===== config.mk =====
export PLATFORM = sky130hd
export DESIGN_NAME = universal_shift_reg
export DESIGN_NICKNAME = d
export VERILOG_FILES = /design/src/rtl/universal_shift_reg.sv
export SDC_FILE = /design/constraint.sdc
export NUM_CORES = 1
export LEC_CHECK = 0
export ABC_AREA = 1
export ABC_CLOCK_PERIOD_IN_PS = 1700
export BUFFER_PORTS_ARGS = -buffer_cell sky130_fd_sc_hd__buf_2
export CAP_MARGIN = 25
export CORE_MARGIN = 4
export CORE_UTILIZATION = 45
export CTS_CLUSTER_DIAMETER = 80
export CTS_CLUSTER_SIZE = 10
export DETAILED_ROUTE_END_ITERATION = 6
export PLACE_DENSITY = 0.69
export SETUP_SLACK_MARGIN = 0.5
export SYNTH_ARGS = -nofsm -noshare
export SYNTH_HDL_FRONTEND = slang
export SYNTH_SLANG_ARGS = --single-unit

===== constraint.sdc =====
create_clock -name clock -period 1.7 [get_ports clock]
set_input_delay 0.34 -clock clock [delete_from_list [all_inputs] [get_ports clock]]
set_output_delay 0.34 -clock clock [all_outputs]
set_load 0.01 [all_outputs]

===== src/rtl/universal_shift_reg.sv =====
// universal_shift_reg
// Parametrised universal shift/rotate register with parallel load and clear.
// Multi-bit shifts use a start/busy/done handshake and advance one bit
// position per clock, counted down by a two-state FSM (IDLE, SHIFT).
// Optional feature: define USR_CARRY_EN to add a 'carry' output that holds
// the last bit shifted or rotated out of the register.
module universal_shift_reg #(
   parameter int WIDTH = 8,
   parameter int AW    = 4
) (
   input  logic             clock,
   input  logic             reset,
   input  logic             start,
   input  logic [2:0]       op,
   input  logic [AW-1:0]    amount,
   input  logic [WIDTH-1:0] Data_IN,
   input  logic             serial_in,
   output logic [WIDTH-1:0] Q,
   output logic             busy,
   output logic             done
`ifdef USR_CARRY_EN
   ,
   output logic             carry
`endif
);

   localparam logic [2:0] OP_LOAD  = 3'b000;
   localparam logic [2:0] OP_ROR   = 3'b001;
   localparam logic [2:0] OP_ROL   = 3'b010;
   localparam logic [2:0] OP_LSR   = 3'b011;
   localparam logic [2:0] OP_LSL   = 3'b100;
   localparam logic [2:0] OP_ASR   = 3'b101;
   localparam logic [2:0] OP_CLEAR = 3'b110;
   localparam logic [2:0] OP_NOP   = 3'b111;

   typedef enum logic {
      IDLE  = 1'b0,
      SHIFT = 1'b1
   } state_t;

   state_t           state_q, state_d;
   logic [2:0]       op_q, op_d;
   logic [AW-1:0]    count_q, count_d;
   logic [WIDTH-1:0] q_d;
   logic             busy_d;
   logic             done_d;
`ifdef USR_CARRY_EN
   logic             carry_d;
`endif

   // One single-bit step of a shift/rotate op; serial_in feeds LSR/LSL only.
   function automatic logic [WIDTH-1:0] shift_step(input logic [2:0]       o,
                                                   input logic [WIDTH-1:0] q,
                                                   input logic             sin);
      logic signed [WIDTH-1:0] qs;
      qs = q;
      case (o)
         OP_ROR:  shift_step = {q[0], q[WIDTH-1:1]};
         OP_ROL:  shift_step = {q[WIDTH-2:0], q[WIDTH-1]};
         OP_LSR:  shift_step = {sin, q[WIDTH-1:1]};
         OP_LSL:  shift_step = {q[WIDTH-2:0], sin};
         OP_ASR:  shift_step = qs >>> 1;
         default: shift_step = q;
      endcase
   endfunction

`ifdef USR_CARRY_EN
   // Bit that leaves the register on one step: MSB for left moves, LSB otherwise.
   function automatic logic carry_out(input logic [2:0]       o,
                                      input logic [WIDTH-1:0] q);
      if (o == OP_ROL || o == OP_LSL)
         carry_out = q[WIDTH-1];
      else
         carry_out = q[0];
   endfunction
`endif

   // Next-state, next-register and handshake decode.
   always_comb begin
      state_d = state_q;
      op_d    = op_q;
      count_d = count_q;
      q_d     = Q;
      busy_d  = busy;
      done_d  = 1'b0;
`ifdef USR_CARRY_EN
      carry_d = carry;
`endif
      case (state_q)
         IDLE: begin
            if (start) begin
               case (op)
                  OP_LOAD: begin
                     q_d    = Data_IN;
                     done_d = 1'b1;
`ifdef USR_CARRY_EN
                     carry_d = 1'b0;
`endif
                  end
                  OP_CLEAR: begin
                     q_d    = '0;
                     done_d = 1'b1;
`ifdef USR_CARRY_EN
                     carry_d = 1'b0;
`endif
                  end
                  OP_NOP: begin
                     done_d = 1'b1;
                  end
                  default: begin
                     // Latch the request; the register moves only from the next edge on.
                     op_d    = op;
                     count_d = amount;
                     busy_d  = 1'b1;
                     state_d = SHIFT;
                  end
               endcase
            end
         end
         SHIFT: begin
            if (count_q != '0) begin
               q_d     = shift_step(op_q, Q, serial_in);
               count_d = count_q - AW'(1);
`ifdef USR_CARRY_EN
               carry_d = carry_out(op_q, Q);
`endif
            end else begin
               // Count exhausted: this edge only finishes the handshake.
               busy_d  = 1'b0;
               done_d  = 1'b1;
               state_d = IDLE;
            end
         end
         default: begin
            state_d = IDLE;
            busy_d  = 1'b0;
         end
      endcase
   end

   // State, register and handshake flops; reset aborts any operation at once.
   always_ff @(posedge clock or negedge reset) begin
      if (!reset) begin
         state_q <= IDLE;
         op_q    <= OP_LOAD;
         count_q <= '0;
         Q       <= '0;
         busy    <= 1'b0;
         done    <= 1'b0;
`ifdef USR_CARRY_EN
         carry   <= 1'b0;
`endif
      end else begin
         state_q <= state_d;
         op_q    <= op_d;
         count_q <= count_d;
         Q       <= q_d;
         busy    <= busy_d;
         done    <= done_d;
`ifdef USR_CARRY_EN
         carry   <= carry_d;
`endif
      end
   end

endmodule


==> results of run 1 <==
## worst max-delay path, delay by kind of cell (launching register included)
kind / cells / cell delay (ps)
adders and majority gates: 1 / 230
buffers and inverters: 2 / 140
DFF: 1 / 440
and+or+nand+nor: 7 / 470
## logic make-up (layout without fill, tap and decap cells)
family                   count (synthesis)  count (layout)  share of synthesized area
AO/OA/AOI/OAI                           18              18                     0.0777
buffers and inverters                   26              80                     0.0914
flip-flops                              18              18                      0.378
AND/OR/NAND/NOR                        122             122                      0.424
adder cells (fa/ha/maj)                  2               2                     0.0210
XOR/XNOR                                 1               1                    0.00735
## metal layers
metal  wire, um  global-route usage
met5          0                   0
met4         17              0.0583
met3        119              0.0327
met2       1670               0.357
met1       1440               0.263
## flip-flops by register name, summed over array words and instances (netlist names)
name and cells:
busy 1, op_q 3, done 1, state_q 1
count_q 4, Q 8
## per-stage QoR
| stage | utilization | worst slack [ps] | cell area (um^2) |
|---|---|---|---|
| floorplan | - | 322 | 1220 |
| global placement | 0.552 | 276 | 1380 |
| detailed placement | 0.552 | 199 | 1380 |
| CTS | 0.656 | 324 | 1640 |
| global route | 0.668 | 214 | 1670 |
| finish | 0.668 | 312 | 1670 |
## area by class of cell
cell class / count / area, um^2
fill: 236 / 830
multi-input combinational: 143 / 707
sequential: 18 / 453
timing repair buffer: 54 / 349
inverter: 22 / 87.6
tap: 30 / 37.5
clock buffer: 4 / 36.3
## path summary, 6_finish.rpt
path                          from    endpoint  depth (start not counted)
max                        op_q[2]        Q[5]                         10
min                          op[0]     op_q[0]                          3
max reg2reg                op_q[2]        Q[5]                         10
min reg2reg                   busy        busy                          2
max in group asynchronous    reset     op_q[1]                          2
min in group asynchronous    reset  count_q[3]                          2
## report_power, final
| group | internal [uW] | switching (uW) | total (uW) |
|---|---|---|---|
| registers | 635 | 137 | 772 |
| clock network | 130 | 135 | 265 |
| logic | 1050 | 1400 | 2450 |
## what timing repair did
action	in CTS	in global routing
pin swaps	9	3
resized for setup	21	4
buffers inserted	20	3
setup endpoints to repair	20	19
hold buffers	1	0
gates cloned	0	0
endpoints found under the hold margin	18	0
## placed cells by master (no fill, tap or decap)
cell type,instances
buf_2,28
inv_4,2
nand2_2,7
o21a_1,1
a21oi_1,1
nor2_1,12
nand3_2,2
nor3_1,1
nand4_1,3
dlygate4sd3_1,1
dfrtp_1,16
nand3_1,9
xor2_1,1
nor2_2,2
a21oi_2,2
nor2_4,1
ha_4,2
inv_1,16
inv_2,4
clkbuf_8,1
buf_6,3
nand2_1,83
clkbuf_4,3
nand3_4,2
o21ai_0,11
o21ai_1,3
dfrtp_2,2
buf_4,22
==> flow_metrics.py, run 1 <==
metrics = {
    "status": {
        "status": "finished, final reports clean",
    },
    "critical_path": {
        "worstSetupPathType": "reg -> reg",
        "critPathArrivalTime_ps": 1580,
        "crit_path_end_kind": "flip-flop",
        "crit_slowest_cell": "dfrtp_2",
        "path_max_fanout": 7,
        "cp-start-kind": "flip-flop",
        "path_cells": "inv_4, ha_4, inv_4, nand3_4, nand2_2, nand2_1, nand2_1, nand2_1, nand2_1, nand2_1",
        "slowest_delay_ps": 440,
        "regToRegSetupSlack_ps": 310,
        "worstPathRequired_ps": 1890,
        "cpMostUsedCell": "nand2_1",
    },
    "yosys": {
        "synth_top_area_cell": "dfrtp_1",
        "synthTopCellsByArea": "dfrtp_1 (38%), nand2_1 (28%), inv_1 (6.3%)",
        "yosysTopAreaCellShare": 0.378,
        "yosys-top-cells-count": "nand2_1 (89), inv_1 (20), dfrtp_1 (18)",
        "synth_flop_cell": "dfrtp_1",
        "postSynthCellCount": 187,
        "ys_seq_area_frac": 0.378,
        "avgSynthCellArea_um2": 6.37,
        "synth.yosys.warnings": 0,
        "synth-edff-count": 0,
        "yosysMostFrequentCell": "nand2_1",
        "synth_fp_nets": 208,
        "synth-async-reset-ratio": 1.00,
        "netlist_area_mm2": 0.00119,
        "synthDistinctLibCells": 20,
        "synth_seq_cells": 18,
    },
    "timing": {
        "fin_tns_setup_ps": 0,
        "fin_crit_ps": 1390,
        "relSlewSlack": 0.726,
        "worst_slew_pin_slew_ps": 411,
        "fmax_mhz": 721,
        "finalSetupViolations": 0,
        "rsz0062_at_grt": "true",
        "clock_skew_ps": 3.19,
        "holdWs_ps": 327,
        "final-hold-violation-count": 0,
        "post-route-period-util": 0.816,
        "finalMaxSlewViolations": 0,
    },
    "cells_and_area": {
        "nNetsFinal": 263,
        "diodes": 0,
        "area_growth_pct": 40.2,
        "drive_above_1_share": 0.344,
        "fin_cells": 271,
    },
    "placed_design": {
        "gp_congestion": 0.846,
        "port_buffers": 28,
        "dp.cells": 243,
        "dpl.hpwl_um": 2290,
    },
    "clock_network": {
        "tritoncts": "done",
        "clk_pin_slew_ps": 110,
        "htreeDepth": 1,
        "cts-root-buf": "clkbuf_4",
        "cts_buffers": 3,
        "cts.sinks": 18,
        "clk_path_buf_depth": 2,
        "clkLatencyLatePin_ps": 290,
    },
    "power": {
        "power_density_mw_per_mm2": 2090,
        "finalPower_uw": 3490,
        "p_leak_uw": 0.000950,
        "peakVddDrop_mv": 1.21,
    },
    "global_routing": {
        "grt_pass1_wl_um": 5530,
        "grt.total_usage": 0.206,
        "overflow": 0,
        "grt_pass1_vias": 1276,
        "grt_max_degree": 19,
        "antenna_found_initial": 0,
    },
    "drt": {
        "wire_per_inst_um": 12.0,
        "firstDrtPassIters": 4,
        "via_count": 1293,
        "routed_wl_um": 3250,
        "remaining_drc_errors": 0,
        "first_iter_violations": 71,
        "viasPerCell": 4.77,
        "antenna_left": 0,
    },
    "floorplanning": {
        "fp-row-count": 18,
        "die_x_um": 59.5,
        "core-area_mm2": 0.00250,
        "initial_core_util": 0.476,
        "ioPinCount": 29,
        "die_h_um": 59.5,
        "dieArea_mm2": 0.00353,
    },
    "min_path": {
        "hold_class": "in -> reg",
    },
    "flow_run": {
        "maxCapViolations": 0,
    },
}
Note: power is estimated with default switching activity, not from simulation.
==> run 2, diff against run 1 <==
--- a/config.mk
+++ b/config.mk
@@ -5,8 +5,8 @@
 export SDC_FILE = /design/constraint.sdc
 export NUM_CORES = 1
 export LEC_CHECK = 0
-export ABC_AREA = 1
-export ABC_CLOCK_PERIOD_IN_PS = 1700
+export ABC_AREA = 0
+export ABC_CLOCK_PERIOD_IN_PS = 1210
 export BUFFER_PORTS_ARGS = -buffer_cell sky130_fd_sc_hd__buf_2
 export CAP_MARGIN = 25
 export CORE_MARGIN = 4
@@ -14,7 +14,7 @@
 export CTS_CLUSTER_DIAMETER = 80
 export CTS_CLUSTER_SIZE = 10
 export DETAILED_ROUTE_END_ITERATION = 6
-export PLACE_DENSITY = 0.69
+export PLACE_DENSITY = 0.72
 export SETUP_SLACK_MARGIN = 0.5
 export SYNTH_ARGS = -nofsm -noshare
 export SYNTH_HDL_FRONTEND = slang
==> constraint.sdc (replaced) <==
create_clock -name clock -period 1.21 [get_ports clock]
set_input_delay 0.242 -clock clock [delete_from_list [all_inputs] [get_ports clock]]
set_output_delay 0.242 -clock clock [all_outputs]
set_load 0.01 [all_outputs]
==> run 2 against run 1 <==
  * The flow now finishes with violations (negative hold slack, negative setup slack)
  * Setup slack worse by 800 ps
  * Sequential share of layout area shrank 3.9 points
  * Routed wire length is 13% higher
  * First-iteration DRC count down 37%
  * Cell count shrank 20%
  * Count of clock-buffer cells in the layout unchanged
  * Clock skew is 1.7 ps lower
  * Register-to-register slack worse by 800 ps
  * Non-clock buffer count grew 23
  * Flip-flop and latch count unchanged
  * Sequential power increased by 53%
  * Final area increased by 17%
  * Critical endpoint is now Q[0]
  * Largest cell class unchanged
  * Highest routed layer unchanged
==> flow_metrics.py, run 2 <==
metrics = {
    "power": {
        "peakVddDrop_mv": 2.10,
        "p_sw_uw": 2290,
        "p_seq_frac": 0.202,
        "p_leak_uw": 0.000936,
        "internal-power_uw": 3560,
        "finalPower_uw": 5850,
        "clock_power_share": 0.066,
        "switching_share": 0.391,
        "power_density_mw_per_mm2": 2990,
        "combPwrFrac": 0.732,
    },
    "yosys": {
        "synth.yosys.warnings": 0,
        "synthAdderAreaFrac": 0.0212,
        "synth_top_family_by_area": "compound AO/OA/AOI/OAI gates",
        "synth_flop_cell": "dfrtp_1",
        "synth_xor_xnor_area_share": 0.0297,
        "synth_seq_cells": 18,
        "yosysMostFrequentCell": "dfrtp_1",
        "synth_top_area_cell": "dfrtp_1",
        "yosysTopAreaCellShare": 0.382,
        "synth-compound-area-share": 0.220,
        "synth_simple_gate_area_frac": 0.113,
        "avgSynthCellArea_um2": 10.3,
        "synthDistinctLibCells": 43,
        "synth-edff-count": 0,
        "netlist_area_mm2": 0.00118,
        "yosys-top-cells-count": "dfrtp_1 (18), inv_1 (10), mux2_2 (10)",
        "synth_fp_nets": 135,
        "muxShareOfSynthArea": 0.163,
        "postSynthCellCount": 114,
        "ys_seq_area_frac": 0.382,
        "synthTopCellsByArea": "dfrtp_1 (38%), mux2_2 (9.5%), mux2i_1 (6.8%)",
        "synth-async-reset-ratio": 1.00,
    },
    "critical_path": {
        "path_max_fanout": 7,
        "critPathArrivalTime_ps": 1890,
        "worstSetupPathType": "reg -> reg",
        "worstPathRequired_ps": 1410,
        "crit_path_end_kind": "flip-flop",
        "cp-start-kind": "flip-flop",
    },
    "timing": {
        "relSlewSlack": 0.683,
        "post-route-period-util": 1.40,
        "clock_skew_ps": 1.53,
        "fin_crit_ps": 1690,
        "finalSetupViolations": 19,
        "timing.final.ws_setup_ps": -483,
        "worst_slew_pin_slew_ps": 473,
        "finalMaxSlewViolations": 0,
        "fmax_mhz": 591,
        "holdWs_ps": -139,
        "rsz0062_at_grt": "true",
        "final-hold-violation-count": 18,
    },
    "global_routing": {
        "antenna_found_initial": 0,
        "grt.total_usage": 0.210,
        "grt_pass1_vias": 1215,
        "overflow": 0,
        "grt_pass1_wl_um": 5600,
        "grt_max_degree": 19,
    },
    "drt": {
        "routed_wl_um": 3670,
        "firstDrtPassIters": 4,
        "remaining_drc_errors": 0,
        "antenna_left": 0,
        "first_iter_violations": 45,
        "via_count": 1165,
        "wire_per_inst_um": 16.9,
        "viasPerCell": 5.37,
    },
    "clock_network": {
        "cts_buffers": 3,
        "clk_pin_slew_ps": 110,
        "htreeDepth": 1,
        "tritoncts": "done",
        "clkLatencyLatePin_ps": 300,
        "cts.sinks": 18,
        "clk_path_buf_depth": 2,
        "cts-root-buf": "clkbuf_4",
    },
    "flow_run": {
        "maxCapViolations": 0,
    },
    "cells_and_area": {
        "fillerInstances": 162,
        "largest_register_ffs": 8,
        "final_cell_mix": "buf_4 (34), buf_2 (23), buf_6 (20), dfrtp_1 (15), mux2i_1 (7)",
        "layout_commonest_cell": "buf_4",
        "area_growth_pct": 66.1,
        "drive_above_1_share": 0.658,
        "diodes": 0,
        "reg_top3": "Q: 8 flops, count_q: 4 flops, op_q: 3 flops",
        "nNetsFinal": 209,
        "top_register": "Q",
    },
    "floorplanning": {
        "die_x_um": 59.2,
        "die_h_um": 59.2,
        "fp-row-count": 18,
        "core-area_mm2": 0.00250,
        "ioPinCount": 29,
        "initial_core_util": 0.472,
        "dieArea_mm2": 0.00351,
    },
    "status": {
        "failed_checks": "negative hold slack, negative setup slack",
        "status": "finished, violations left",
    },
    "min_path": {
        "hold_class": "in -> async",
    },
    "placed_design": {
        "dpl.hpwl_um": 2350,
        "port_buffers": 28,
        "gp_congestion": 0.811,
    },
}
==> run 2: changes by cell type in the layout (fill, tap and decap cells not counted), moves of 6 or more <==
cell	previous run	this run
nand2_1	83	5
buf_6	3	20
buf_4	22	34
nor2_1	12	1
inv_1	16	6
nand3_1	9	0
mux2i_1	0	7
nand2_2	7	0
o21ai_0	11	4
mux2_4	0	6
o2bb2ai_1	0	6
==> run 2: power groups by stage <==
| stage | clock network (uW) | logic [uW] | registers (uW) |
|---|---|---|---|
| 2_1_floorplan | 0 | 2030 | 1170 |
| 3_3_place_gp | 0 | 3110 | 1120 |
| 3_5_place_dp | 0 | 3240 | 1130 |
| 4_1_cts | 386 | 3730 | 1140 |
| 5_1_grt | 416 | 4590 | 1210 |
| 6_report | 387 | 4280 | 1180 |
==> run 2: final cells by class <==
class,count,area (um^2),share of cell area
multi-input combinational,78,796,0.406
timing repair buffer,77,596,0.304
sequential,18,454,0.232
inverter,10,40.0,0.0204
tap,30,37.5,0.0192
clock buffer,4,36.3,0.0185
==> run 2: logic make-up after synthesis <==
group	after synthesis
fa+ha+maj	2
xor+xnor	4
mux	18
flops	18
compound gates	32
buf+inv	18
simple gates	22
==> run 2: routing by layer <==
metal,vias to the layer above,part of all wire,GRT usage
met5,-,0,0
met4,0,0.013,0.0485
met3,6,0.026,0.0436
met2,25,0.56,0.392
met1,567,0.40,0.242
li1,567,-,-
==> run 2: final timing paths <==
check / startpoint / to / slack, ps / cells past startpoint
setup / recovery: op_q[1] / Q[0] / -480 / 5
hold / removal: reset / done / -140 / 1
setup reg to reg: op_q[1] / Q[0] / -480 / 5
hold reg to reg: busy / busy / 580 / 2
max in group asynchronous: reset / state_q / 1020 / 1
min in group clock: amount[2] / count_q[2] / 190 / 3
==> run 2: stage by stage <==
step,instances,util,setup WS [ps],area (um^2),setup TNS [ps]
global placement,201,0.652,-419,1630,-5240
floorplan,114,-,-601,1250,-5340
CTS,210,0.729,-459,1820,-5540
finish,217,0.784,-483,1960,-5670
global route,217,0.784,-520,1960,-6640
detailed placement,201,0.652,-435,1630,-5730
==> run 2: what timing repair did <==
item	4_1_cts	5_1_grt
buffers inserted	5	7
setup endpoints to repair	28	28
pin swaps	9	3
resized for setup	32	17
endpoints found under the hold margin	18	18
==> run 2: worst max-delay path, stage by stage, from the launching register on <==
cell and delay, ps:
dfrtp_1 440, ha_4 280, and3_4 160, a41o_1 190, a221o_1 250, mux2_2 260
